<file path="src/rtl/lcd_bus_drv.sv">
// Write-only HD44780-style LCD bus driver: latches one 9-bit word (RS + byte),
// sequences setup / E-high / hold timing, then waits out the LCD execution time.
module lcd_bus_drv #(
    parameter int TSU   = 2,
    parameter int TEH   = 4,
    parameter int THD   = 2,
    parameter int TEXEC = 8,
    parameter int TLONG = 32,
    parameter int BUS4  = 0
) (
    input  logic       clk_i,
    input  logic       restn_i,
    input  logic [8:0] data_i,
    input  logic       data_valid_i,
    output logic       ready_o,
    output logic       lcd_rs_o,
    output logic       lcd_rw_o,
    output logic       lcd_e_o,
    output logic [7:0] lcd_db_o
);

    localparam int CNT_W = 20;

    // Terminal counts; a zero-cycle phase is stretched to one cycle.
    localparam logic [CNT_W-1:0] TSU_END   = CNT_W'((TSU   <= 0) ? 0 : TSU   - 1);
    localparam logic [CNT_W-1:0] TEH_END   = CNT_W'((TEH   <= 0) ? 0 : TEH   - 1);
    localparam logic [CNT_W-1:0] THD_END   = CNT_W'((THD   <= 0) ? 0 : THD   - 1);
    localparam logic [CNT_W-1:0] TEXEC_END = CNT_W'((TEXEC <= 0) ? 0 : TEXEC - 1);
    localparam logic [CNT_W-1:0] TLONG_END = CNT_W'((TLONG <= 0) ? 0 : TLONG - 1);

    typedef enum logic [2:0] {
        S_IDLE,
        S_SETUP,
        S_EHIGH,
        S_HOLD,
        S_EXEC
    } state_t;

    state_t             state_q, state_d;
    logic [CNT_W-1:0]   cnt_q, cnt_d;
    logic [8:0]         word_q, word_d;
    logic               rs_q, rs_d;
    logic [7:0]         db_q, db_d;
    logic               e_q, e_d;
    logic               nib_q, nib_d;
    logic               long_cmd;
    logic [CNT_W-1:0]   exec_end;

    // Clear display (0x01) and return home (0x02) need the long execution wait.
    assign long_cmd = !word_q[8] && ((word_q[7:0] == 8'h01) || (word_q[7:0] == 8'h02));
    assign exec_end = long_cmd ? TLONG_END : TEXEC_END;

    always_comb begin
        state_d = state_q;
        word_d  = word_q;
        rs_d    = rs_q;
        db_d    = db_q;
        nib_d   = nib_q;
        case (state_q)
            S_IDLE: begin
                if (data_valid_i && (data_i != 9'h000)) begin
                    word_d  = data_i;
                    rs_d    = data_i[8];
                    db_d    = (BUS4 != 0) ? {data_i[7:4], 4'h0} : data_i[7:0];
                    nib_d   = (BUS4 != 0);
                    state_d = S_SETUP;
                end
            end
            S_SETUP: begin
                if (cnt_q == TSU_END) state_d = S_EHIGH;
            end
            S_EHIGH: begin
                if (cnt_q == TEH_END) state_d = S_HOLD;
            end
            S_HOLD: begin
                if (cnt_q == THD_END) begin
                    if (nib_q) begin
                        db_d    = {word_q[3:0], 4'h0};
                        nib_d   = 1'b0;
                        state_d = S_SETUP;
                    end else begin
                        state_d = S_EXEC;
                    end
                end
            end
            S_EXEC: begin
                if (cnt_q == exec_end) state_d = S_IDLE;
            end
            default: state_d = S_IDLE;
        endcase

        cnt_d = ((state_d != state_q) || (state_q == S_IDLE)) ? '0 : cnt_q + 1'b1;
        // E is registered from the next state so it is a clean flop output.
        e_d   = (state_d == S_EHIGH);
    end

    always_ff @(posedge clk_i or negedge restn_i) begin
        if (!restn_i) begin
            state_q <= S_IDLE;
            cnt_q   <= '0;
            word_q  <= '0;
            rs_q    <= 1'b0;
            db_q    <= '0;
            e_q     <= 1'b0;
            nib_q   <= 1'b0;
        end else begin
            state_q <= state_d;
            cnt_q   <= cnt_d;
            word_q  <= word_d;
            rs_q    <= rs_d;
            db_q    <= db_d;
            e_q     <= e_d;
            nib_q   <= nib_d;
        end
    end

    assign ready_o  = (state_q == S_IDLE);
    assign lcd_rs_o = rs_q;
    assign lcd_rw_o = 1'b0;
    assign lcd_e_o  = e_q;
    assign lcd_db_o = db_q;

endmodule

</file>
<file path="config.mk">
export PLATFORM = sky130hd
export DESIGN_NAME = lcd_bus_drv
export DESIGN_NICKNAME = d
export VERILOG_FILES = /design/src/rtl/lcd_bus_drv.sv
export SDC_FILE = /design/constraint.sdc
export NUM_CORES = 1
export LEC_CHECK = 0
export ABC_CLOCK_PERIOD_IN_PS = 5200
export BUFFER_PORTS_ARGS = -buffer_cell sky130_fd_sc_hd__buf_2
export CORE_ASPECT_RATIO = 0.8
export CORE_MARGIN = 4
export CORE_UTILIZATION = 60
export CTS_BUF_LIST = sky130_fd_sc_hd__clkbuf_8
export CTS_CLUSTER_SIZE = 40
export DETAILED_ROUTE_END_ITERATION = 16
export PLACE_DENSITY = 0.82
export SLEW_MARGIN = 20
export SYNTH_ARGS = -nofsm -noshare
export SYNTH_HDL_FRONTEND = slang
export SYNTH_SLANG_ARGS = --single-unit
export TNS_END_PERCENT = 5
</file>
<file path="constraint.sdc">
create_clock -name clk_i -period 5.2 [get_ports clk_i]
set_clock_uncertainty 0.2 [all_clocks]
set_input_delay 1.04 -clock clk_i [delete_from_list [all_inputs] [get_ports clk_i]]
set_output_delay 1.04 -clock clk_i [all_outputs]
set_load 0.005 [all_outputs]
</file>
==> implementation parameters <==
Parameter                              Value

Logic synthesis
  Synth warn ... 0
  Mux cell area share after synthesis ... 0.0964
  FFs w/ async S/R, synth ... 1.00
  Xor and xnor area share after synthesis ... 0.0849
  Count of state elements after synthesis ... 41
  Register area share after synthesis ... 0.523
  Dominant combinational cell family by area after synthesis ... simple AND/OR/NAND/NOR gates
  Mean Syn Cell Area ... 11.1 um2
  Most area-hungry cell type in the Yosys netlist ... dfrtp_1
  Fraction of the mapped netlist area in simple logic gates ... 0.205
  Fraction of the mapped netlist area in compound gates ... 0.0434
  Ranking of synthesized cells by area ... dfrtp_1, mux2_2, xor2_1, nor2_1, xnor2_1
  Total standard cell area after synthesis ... 1960 um2
  Top_reg_cell synth ... dfrtp_1
  Post-Synth Adder-Cell Area ... 0.0128
  Share of the synthesized area in the top cell type ... 0.523
  EDFF count, synth ... 0
  Distinct cell type count after synthesis ... 34
  Syn_nets ... 190
  Syn Inst Count ... 176

Layout
  Area overhead of the layout relative to synthesis ... 9.96%
  Share of cells above drive strength 1 ... 0.252
  Number of filler instances in the final layout ... 233
  Final net count ... 215
  Antenna Diode Count ... 0
  Finished layout cell area ... 2160 um2

Worst setup path
  CP Capture Type ... register
  WS Path Type ... reg2reg
  Worst-path fanout max ... 11
  Data arrival time of the critical path ... 2.65 ns
  Required time worst endpoint ... 5.18 ns
  CP startpoint kind ... register

Placement
  Placer congestion estimate ... 0.857
  Half-perimeter wire length of the detailed placement result ... 2690 um
  Number of input and output port buffers inserted ... 22
  Area after DPL ... 2080 um2

Floorplan
  Vertical die dimension ... 59.1 um
  Cell Rows ... 18
  Width of the die ... 71.9 um
  Area inside the core boundary ... 3110 um2
  Top Ports ... 24
  Floorplan die area ... 4250 um2
  Initial Util ... 0.631

Routing
  Via count normalized by instance count ... 5.70
  Routed via count ... 1380
  First-iteration detailed-routing DRC count ... 94
  Met1 wire length ... 1720 um
  Number of antenna-violating nets in the routed design ... 0
  Uppermost routed layer ... met4
  Wire length per cell ... 15.4 um
  DRC errors left ... 0
  Routed length on met2 ... 1720 um
  Final routed wirelength across all metal layers ... 3720 um
  Number of detailed-route iterations in the first pass ... 4
  Routed length on met3 ... 201 um

CTS
  Depth of the CTS H-tree ... 2
  Clock-pin slew of the registers on the worst-case setup and hold paths ... 0.08 ns
  # resized after CTS ... 0
  Clock tree from TritonCTS ... built
  Master cell of the clock root buffer ... clkbuf_8
  Hold-fix buffers, CTS ... 0
  Total clock sinks ... 41
  Post-CTS Setup Inserts ... 0
  Later-pin clock latency in the skew report ... 0.30 ns
  Maximum buffer depth of the clock tree ... 2
  TritonCTS buffer count ... 5

STA
  Worst max-slew margin expressed relative to the limit ... 0.331
  Setup Viol. Count Final ... 0
  Final cycle utilization of the critical path ... 0.514
  Number of endpoints with negative hold slack in the final report ... 0
  Setup repair after global routing missed its margin ... no
  Maximum clock frequency ... 374 MHz
  Total count of max-transition violations in the final report ... 0
  Final critical-path required period ... 2.68 ns
  Transition time at the pin with the least slew margin ... 1.00 ns
  Sum Neg Setup Slack ... 0 ns

GRT
  Initial antenna violation count ... 0
  First-pass GRT wire length ... 6420 um
  Maximum number of pins on one net before global-route repair ... 42
  Number of global-route vias before repair ... 1386
  Total GRT Usage ... 0.203
  Total global routing overflow ... 0

Job
  Max-capacitance violation count ... 0

Power
  Leak Pwr ... 0.000963 uW
  Power per Cell Area ... 475 nW/um2
  Peak supply drop ... 0.354 mV

Run status
  Result of the run ... finished, final reports clean

Hold path
  Class of the tightest hold or removal check ... reg2reg
[registers in the layout (all words and copies together) (netlist names)]
name and flops:
cnt_q 20, lcd_db_o 8, lcd_e_o 1, word_q 9, state_q 3
[through the flow]
stage               hold slack [ns]  power [uW]  instances  setup WS (ns)  utilization
floorplan                     0.265         749        176           2.81            -
global placement              0.278         808        234           2.49        0.668
detailed placement            0.286         840        234           2.43        0.668
CTS                           0.301        1030        242           2.54        0.694
global route                  0.327        1100        242           2.40        0.694
finish                        0.305        1020        242           2.52        0.694
[path summary, 6_finish.rpt]
path / depth (start not counted) / endpoint / startpoint / slack (ns)
max in group asynchronous: 1 / cnt_q[17] / restn_i / 3.58
min in group asynchronous: 1 / cnt_q[5] / restn_i / 0.66
min reg2reg: 1 / word_q[7] / word_q[7] / 0.31
max reg2reg: 6 / cnt_q[17] / cnt_q[7] / 2.52
min: 1 / word_q[7] / word_q[7] / 0.31
max: 6 / cnt_q[17] / cnt_q[7] / 2.52
[worst max-delay path: stages (launching register included)]
cell	delay, ns
dfrtp_1	0.45
nor4_1	0.28
and4_2	0.32
nand4b_2	0.16
a221oi_2	0.77
buf_4	0.31
nor2_1	0.06
[report_power, final]
| group | total [uW] | switching, uW | internal, uW |
|---|---|---|---|
| sequential | 489 | 76.3 | 412 |
| clock | 191 | 101 | 89.3 |
| combinational | 345 | 176 | 169 |
| total | 1020 | 354 | 671 |
[synth_stat cells, types with 3 or more instances]
library cell / count
inv_1: 3
nor3_1: 9
nand4_1: 6
xor2_1: 11
nand2_1: 10
nor2_1: 23
nor4_1: 6
dfrtp_1: 41
buf_6: 4
nand3_1: 9
mux2_2: 15
xnor2_1: 8
[cell type report]
cell class / count / area (um2) / area share
Sequential cell: 41 / 1030 / 0.476
Multi-Input combinational cell: 127 / 871 / 0.404
Timing Repair Buffer: 23 / 118 / 0.0546
Clock buffer: 5 / 68.8 / 0.0319
Tap cell: 40 / 50.0 / 0.0232
Clock inverter: 3 / 11.3 / 0.00522
Inverter: 3 / 11.3 / 0.00522
[kinds of logic after synthesis]
kind of cell | Yosys count
other | 1
buffers and inverters | 8
flip-flops | 41
multiplexers | 17
adder cells (fa/ha/maj) | 2
XOR/XNOR | 19
AO/OA/AOI/OAI | 11
AND/OR/NAND/NOR | 77
[layer usage]
layer / vias to the layer above / track usage
li1: 665 / -
met3: 9 / 0.0525
met1: 671 / 0.272
met4: 0 / 0.113
met5: - / 0
met2: 35 / 0.302
[cells in the final DEF, fill, tap and decap left out, types with 6 or more instances in the layout]
cell,netlist,layout
nor2_1,23,23
nor4_1,6,6
nand2_1,10,10
dfrtp_1,41,41
xnor2_1,8,8
xor2_1,11,11
nor3_1,9,9
inv_1,3,6
nand4_1,6,6
nand3_1,9,9
mux2_2,15,15
buf_2,0,22
Power figures use the tool's default switching activity.
